[src/rtl/alu_rs_aged_pkg.sv]
// Shared opcode encodings and tag helper for the integer back end.
package rv_pkg;

    localparam logic [6:0] OP_JALR  = 7'd4;

    localparam logic [6:0] OP_BEQ   = 7'd5;
    localparam logic [6:0] OP_BNE   = 7'd6;
    localparam logic [6:0] OP_BLT   = 7'd7;
    localparam logic [6:0] OP_BGE   = 7'd8;
    localparam logic [6:0] OP_BLTU  = 7'd9;
    localparam logic [6:0] OP_BGEU  = 7'd10;

    localparam logic [6:0] OP_ADDI  = 7'd19;
    localparam logic [6:0] OP_SLTI  = 7'd20;
    localparam logic [6:0] OP_SLTIU = 7'd21;
    localparam logic [6:0] OP_XORI  = 7'd22;
    localparam logic [6:0] OP_ORI   = 7'd23;
    localparam logic [6:0] OP_ANDI  = 7'd24;
    localparam logic [6:0] OP_SLLI  = 7'd25;
    localparam logic [6:0] OP_SRLI  = 7'd26;
    localparam logic [6:0] OP_SRAI  = 7'd27;

    localparam logic [6:0] OP_ADD   = 7'd28;
    localparam logic [6:0] OP_SUB   = 7'd29;
    localparam logic [6:0] OP_SLL   = 7'd30;
    localparam logic [6:0] OP_SLT   = 7'd31;
    localparam logic [6:0] OP_SLTU  = 7'd32;
    localparam logic [6:0] OP_XOR   = 7'd33;
    localparam logic [6:0] OP_SRL   = 7'd34;
    localparam logic [6:0] OP_SRA   = 7'd35;
    localparam logic [6:0] OP_OR    = 7'd36;
    localparam logic [6:0] OP_AND   = 7'd37;

    // Tag value meaning "operand already valid": one past the largest ROB index.
    function automatic int unsigned non_dep(input int unsigned rob_width);
        return 32'd1 << rob_width;
    endfunction

endpackage

[src/rtl/alu_rs_aged_alu.sv]
// Single-cycle integer ALU used by the reservation station issue port.
module rs_alu
    import rv_pkg::*;
(
    input  logic [6:0]  op,
    input  logic [31:0] vj,
    input  logic [31:0] vk,
    input  logic [31:0] imm,
    input  logic [31:0] pc,
    output logic [31:0] result
);

    // No current opcode consumes the PC; it stays on the port for future ops.
    logic unused_pc;
    assign unused_pc = ^pc;

    logic [31:0] jalr_sum;
    assign jalr_sum = vj + imm;

    // Opcode decode; branches yield 1 when taken, unknown opcodes yield 0.
    always_comb begin
        result = '0;
        case (op)
            OP_JALR:  result = jalr_sum & ~32'd1;
            OP_BEQ:   result = {31'd0, vj == vk};
            OP_BNE:   result = {31'd0, vj != vk};
            OP_BLT:   result = {31'd0, $signed(vj) <  $signed(vk)};
            OP_BGE:   result = {31'd0, $signed(vj) >= $signed(vk)};
            OP_BLTU:  result = {31'd0, vj <  vk};
            OP_BGEU:  result = {31'd0, vj >= vk};
            OP_ADDI:  result = vj + imm;
            OP_SLTI:  result = {31'd0, $signed(vj) < $signed(imm)};
            OP_SLTIU: result = {31'd0, vj < imm};
            OP_XORI:  result = vj ^ imm;
            OP_ORI:   result = vj | imm;
            OP_ANDI:  result = vj & imm;
            OP_SLLI:  result = vj << imm[4:0];
            OP_SRLI:  result = vj >> imm[4:0];
            OP_SRAI:  result = $unsigned($signed(vj) >>> imm[4:0]);
            OP_ADD:   result = vj + vk;
            OP_SUB:   result = vj - vk;
            OP_SLL:   result = vj << vk[4:0];
            OP_SLT:   result = {31'd0, $signed(vj) < $signed(vk)};
            OP_SLTU:  result = {31'd0, vj < vk};
            OP_XOR:   result = vj ^ vk;
            OP_SRL:   result = vj >> vk[4:0];
            OP_SRA:   result = $unsigned($signed(vj) >>> vk[4:0]);
            OP_OR:    result = vj | vk;
            OP_AND:   result = vj & vk;
            default:  result = '0;
        endcase
    end

endmodule

[src/rtl/alu_rs_aged.sv]
// Age-ordered ALU reservation station with CDB wakeup/bypass and a
// registered valid/ready result port.
module alu_rs_aged
    import rv_pkg::*;
#(
    parameter int unsigned RS_WIDTH  = 3,
    parameter int unsigned ROB_WIDTH = 3
) (
    input  logic                 clk_in,
    input  logic                 rst_in,
    input  logic                 rdy_in,
    input  logic                 flush_in,
    input  logic                 disp_valid,
    output logic                 disp_ready,
    input  logic [6:0]           disp_op,
    input  logic [ROB_WIDTH-1:0] disp_rob,
    input  logic [31:0]          disp_vj,
    input  logic [31:0]          disp_vk,
    input  logic [31:0]          disp_imm,
    input  logic [31:0]          disp_pc,
    input  logic [ROB_WIDTH:0]   disp_qj,
    input  logic [ROB_WIDTH:0]   disp_qk,
    input  logic                 cdb_valid,
    input  logic [ROB_WIDTH-1:0] cdb_rob,
    input  logic [31:0]          cdb_data,
    output logic                 out_valid,
    input  logic                 out_ready,
    output logic [ROB_WIDTH-1:0] out_rob,
    output logic [31:0]          out_data,
    output logic [RS_WIDTH:0]    count
);

    localparam int unsigned RS_SIZE = 1 << RS_WIDTH;
    localparam int unsigned TAG_W   = ROB_WIDTH + 1;
    localparam int unsigned CNT_W   = RS_WIDTH + 1;
    localparam logic [ROB_WIDTH:0] NON_DEP = TAG_W'(non_dep(ROB_WIDTH));

    logic [RS_SIZE-1:0]   busy;
    logic [6:0]           e_op  [RS_SIZE];
    logic [31:0]          e_vj  [RS_SIZE];
    logic [31:0]          e_vk  [RS_SIZE];
    logic [31:0]          e_imm [RS_SIZE];
    logic [31:0]          e_pc  [RS_SIZE];
    logic [ROB_WIDTH:0]   e_qj  [RS_SIZE];
    logic [ROB_WIDTH:0]   e_qk  [RS_SIZE];
    logic [ROB_WIDTH-1:0] e_rob [RS_SIZE];
    // older[i][j]: entry i was allocated before entry j
    logic [RS_SIZE-1:0]   older [RS_SIZE];

    logic [RS_SIZE-1:0]   ready;
    logic [RS_SIZE-1:0]   sel_vec;
    logic                 have_sel;
    logic [RS_WIDTH-1:0]  sel_idx;
    logic [RS_WIDTH-1:0]  free_idx;
    logic [ROB_WIDTH:0]   cdb_tag;
    logic                 do_issue;
    logic                 do_alloc;
    logic [31:0]          alu_res;

    assign cdb_tag    = {1'b0, cdb_rob};
    assign disp_ready = rdy_in && !(&busy);
    assign do_alloc   = disp_valid && disp_ready;
    assign do_issue   = have_sel && (!out_valid || out_ready);

    // An entry is selectable when ready and no older entry is also ready.
    for (genvar gi = 0; gi < RS_SIZE; gi++) begin : g_sel
        logic [RS_SIZE-1:0] col;
        for (genvar gj = 0; gj < RS_SIZE; gj++) begin : g_col
            assign col[gj] = older[gj][gi];
        end
        assign ready[gi]   = busy[gi] && (e_qj[gi] == NON_DEP) && (e_qk[gi] == NON_DEP);
        assign sel_vec[gi] = ready[gi] && !(|(col & ready));
    end

    // Priority encoders for issue and free slot, plus occupancy count.
    always_comb begin
        have_sel = 1'b0;
        sel_idx  = '0;
        free_idx = '0;
        count    = '0;
        for (int unsigned i = RS_SIZE; i > 0; i--) begin
            if (sel_vec[i-1]) begin
                have_sel = 1'b1;
                sel_idx  = RS_WIDTH'(i - 1);
            end
            if (!busy[i-1]) begin
                free_idx = RS_WIDTH'(i - 1);
            end
            count = count + CNT_W'(busy[i-1]);
        end
    end

    rs_alu u_alu (
        .op     (e_op[sel_idx]),
        .vj     (e_vj[sel_idx]),
        .vk     (e_vk[sel_idx]),
        .imm    (e_imm[sel_idx]),
        .pc     (e_pc[sel_idx]),
        .result (alu_res)
    );

    // Entry state, age matrix and the registered result slot.
    always_ff @(posedge clk_in or posedge rst_in) begin
        if (rst_in) begin
            busy      <= '0;
            out_valid <= 1'b0;
            out_rob   <= '0;
            out_data  <= '0;
            for (int unsigned i = 0; i < RS_SIZE; i++) begin
                e_op[i]  <= '0;
                e_vj[i]  <= '0;
                e_vk[i]  <= '0;
                e_imm[i] <= '0;
                e_pc[i]  <= '0;
                e_qj[i]  <= NON_DEP;
                e_qk[i]  <= NON_DEP;
                e_rob[i] <= '0;
                older[i] <= '0;
            end
        end else if (flush_in) begin
            busy      <= '0;
            out_valid <= 1'b0;
            for (int unsigned i = 0; i < RS_SIZE; i++) begin
                older[i] <= '0;
            end
        end else if (rdy_in) begin
            if (cdb_valid) begin
                for (int unsigned i = 0; i < RS_SIZE; i++) begin
                    if (busy[i] && e_qj[i] == cdb_tag) begin
                        e_qj[i] <= NON_DEP;
                        e_vj[i] <= cdb_data;
                    end
                    if (busy[i] && e_qk[i] == cdb_tag) begin
                        e_qk[i] <= NON_DEP;
                        e_vk[i] <= cdb_data;
                    end
                end
            end

            if (do_issue) begin
                busy[sel_idx] <= 1'b0;
                for (int unsigned i = 0; i < RS_SIZE; i++) begin
                    older[i][sel_idx] <= 1'b0;
                end
                out_valid <= 1'b1;
                out_rob   <= e_rob[sel_idx];
                out_data  <= alu_res;
            end else if (out_valid && out_ready) begin
                out_valid <= 1'b0;
            end

            // The allocated slot is never the issuing one (it was free), so
            // these writes only overlap the issue's column clear at zeros.
            if (do_alloc) begin
                busy[free_idx]  <= 1'b1;
                e_op[free_idx]  <= disp_op;
                e_imm[free_idx] <= disp_imm;
                e_pc[free_idx]  <= disp_pc;
                e_rob[free_idx] <= disp_rob;
                if (cdb_valid && disp_qj == cdb_tag) begin
                    e_qj[free_idx] <= NON_DEP;
                    e_vj[free_idx] <= cdb_data;
                end else begin
                    e_qj[free_idx] <= disp_qj;
                    e_vj[free_idx] <= disp_vj;
                end
                if (cdb_valid && disp_qk == cdb_tag) begin
                    e_qk[free_idx] <= NON_DEP;
                    e_vk[free_idx] <= cdb_data;
                end else begin
                    e_qk[free_idx] <= disp_qk;
                    e_vk[free_idx] <= disp_vk;
                end
                older[free_idx] <= '0;
                for (int unsigned i = 0; i < RS_SIZE; i++) begin
                    older[i][free_idx] <= busy[i] && !(do_issue && sel_idx == RS_WIDTH'(i));
                end
            end
        end
    end

endmodule

[config.mk]
export PLATFORM = sky130hd
export DESIGN_NAME = alu_rs_aged
export DESIGN_NICKNAME = d
export VERILOG_FILES = /design/src/rtl/alu_rs_aged_pkg.sv /design/src/rtl/alu_rs_aged_alu.sv /design/src/rtl/alu_rs_aged.sv
export SDC_FILE = /design/constraint.sdc
export NUM_CORES = 2
export LEC_CHECK = 0
export ABC_CLOCK_PERIOD_IN_PS = 42800
export BUFFER_PORTS_ARGS = -buffer_cell sky130_fd_sc_hd__buf_2
export CORE_MARGIN = 2
export CORE_UTILIZATION = 55
export CTS_CLUSTER_SIZE = 16
export DETAILED_ROUTE_END_ITERATION = 6
export GPL_TIMING_DRIVEN = 0
export MAX_ROUTING_LAYER = met4
export PLACE_DENSITY = 0.76
export REMOVE_ABC_BUFFERS = 1
export SYNTH_ARGS = -nofsm -noshare
export SYNTH_HDL_FRONTEND = slang
export SYNTH_SLANG_ARGS = --single-unit
export TNS_END_PERCENT = 30
[constraint.sdc]
create_clock -name clk_in -period 42.8 [get_ports clk_in]
set_input_delay 10.7 -clock clk_in [delete_from_list [all_inputs] [get_ports clk_in]]
set_output_delay 10.7 -clock clk_in [all_outputs]
set_load 0.01 [all_outputs]
==> reports/qor.txt <==
Clock-pin slew on the worst setup and hold paths - 60 ps
Number of DRC markers in iteration 0 - 11430
Hold_buf cts - 0
Starting Density - 55.30%
Layout cells sized above 1 - 15.28%
Vias in the first global route - 64440
Worst EP arrival - 12120 ps
Lkg Pwr - 0.03132 uW
Synth area leaders - dfrtp_1, mux2_2, a21oi_1
CTS Buf Count - 110
Largest net degree at the start of global routing - 129
Yosys warnings - 0
Post-synthesis sequential area ratio - 39.22%
Pwr/cell area - 47.10 nW/um^2
Setup-failing EPs final - 0
Synth Flop Type - dfrtp_1
Vias/cell - 7.379
Avg Cell Area, Syn - 8.433 sq um
CORE AREA - 117800 sq um
Worst hold-check path type - flip-flop to flip-flop
DP Wirelength - 205300 microns
Area growth, synth to finish - 12.47%
Post-synth top area share - 38.58%
Clock Path Buffers - 3
I/O Buffers - 196
Fin Setup TNS - 0 ps
Root buffer cell - clkbuf_16
Wire length of the first global-routing pass - 436300 microns
Area of the multi-input gates - 36810 sq um
Worst hold slack - 476.6 ps
Drt total wl - 299700 microns
Violated checks - design-rule violations, max-capacitance violations, max-slew violations
Residual DRC - 50
Global route overflow - 0
CTS Sinks - 1020
Final nets - 7859
Yosys top cell by area - dfrtp_1
Die width - 348.1 microns
Fin crit share - 53.31%
Final min period - 22820 ps
Status - finished with violations
Post-synth EDFFs - 0
Die Footprint - 121200 sq um
Die H - 348.1 microns
WL/cell - 32.63 microns
Worst ir drop on vdd - 0.04406 mV
Flops & latches, synth - 1020
Total number of vias - 67780
Initial antenna violation count - 19
Slowest cell delay on critical path - 820 ps
Layout fillers - 9847
Row count - 126
Required @ worst endpoint - 32100 ps
Max cap viols - 4
Fmax - 43.83 MHz
Top-count cell post-synth - dfrtp_1
Final hold violations - 0
Mapped Cells - 7723
# resized after CTS - 0
Worst-margin pin slew - 1679 ps
CTS tree - built
Clock Latency Late Sink - 780 ps
Async set-reset flop share out of synthesis - 100.0%
Reg2Reg Setup Slack - 29170 ps
H-tree depth - 3
Slew margin rel. - -12.33%
Crit-path max FO - 66
Setup Fix Bufs, Post-CTS - 0
Max-slew violation count - 29
Post-synthesis cell area - 65130 sq um
ANT nets after route - 0
Crit Path Category - primary input to output pin
Synth top cells by count - dfrtp_1, nor2_1, a21oi_1
Placer's final routability congestion estimate - 1.058
RSZ-0062 raised after global routing - false
FF/Latch Area - 25540 sq um
Distinct cells, synth - 99
Slowest CP cell - buf_2
CP most frequent cell - buf_2
CP Cell Sequence - buf_2 > a21boi_0 > buf_2
Drt pass-1 iters - 7
Max Clock Skew - 68.56 ps
GR Util All Layers - 49.54%
# IOs - 229
Startpoint types - primary input
Critical path endpoint category - output pin
through the flow:
step	total power [uW]	util, %	instance area, sq um	setup slack (ps)	cells
after floorplan	1894	-	62500	3423	7055
after global placement	2379	55.54	65410	-16080	8787
after detailed placement	2409	59.01	69500	20050	8958
after CTS	3383	62.13	73170	20040	9159
after global routing	3557	62.19	73240	19890	9181
final	3450	62.20	73250	19980	9185
critical path, delay by kind of cell:
family	cells	cell delay (ps)
AOI/OAI and AO/OA	1	380
buffers and inverters	2	1020
cells by family after synthesis:
logic type	synth area share [%]
buf+inv	5.494
flops	39.22
mux	10.04
xor+xnor	1.278
simple gates	14.82
compound gates	26.44
fa+ha+maj	2.713
power by group:
part	switching, uW	leakage [uW]	internal [uW]
clock	426	0.00180	556
sequential	35.0	0.0135	1030
combinational	967	0.0160	436
per-layer routing:
metal	routed length, microns	vias up	GRT usage [%]	share of wire [%]
met5	0	-	-	0
met4	20920	0	29.19	7.0
met3	41460	1317	15.01	14
met2	125600	5343	69.20	42
met1	111700	33040	63.29	37
li1	-	28080	-	-
path summary, 6_finish.rpt:
check | startpoint | depth (start not counted) | endpoint
worst max-delay path | rdy_in | 3 | disp_ready
worst min-delay path | out_rob[0] | 2 | out_rob[0]
worst max register to register | e_qk[11] | 29 | out_data[28]
worst min register to register | out_rob[0] | 2 | out_rob[0]
max in group asynchronous | rst_in | 6 | e_imm[59]
min in group asynchronous | rst_in | 2 | e_vk[121]
placed cells by master, fill, tap and decap left out, types with 156 or more instances in the layout:
cell type | netlist | routed
dfrtp_1 | 1004 | 1004
nor2_1 | 991 | 967
a21oi_1 | 846 | 820
nand2_1 | 663 | 654
o22ai_1 | 622 | 622
mux2_2 | 416 | 416
o21ai_0 | 373 | 369
inv_1 | 245 | 244
buf_2 | 58 | 195
mux2i_1 | 157 | 156
cell type report:
class / count / area share [%]
flip-flops and latches: 1020 / 34.87
repair buffers: 367 / 5.835
multi-input cells: 5781 / 50.25
well taps: 1536 / 2.624
diodes: 26 / 0.08882
clock inverters: 33 / 0.5671
inverters: 254 / 1.312
clock buffers: 168 / 4.453
registers in the layout, indices dropped and copies added (netlist names):
| signal | flops |
|---|---|
| e_vj | 256 |
| e_vk | 256 |
| out_data | 32 |
| out_valid | 1 |
| out_rob | 3 |
| e_qk | 32 |
| busy | 8 |
| g_sel.col | 64 |
| e_op | 56 |
| e_qj | 32 |
| e_rob | 24 |
| e_imm | 256 |
(Power assumes the default switching activity.)
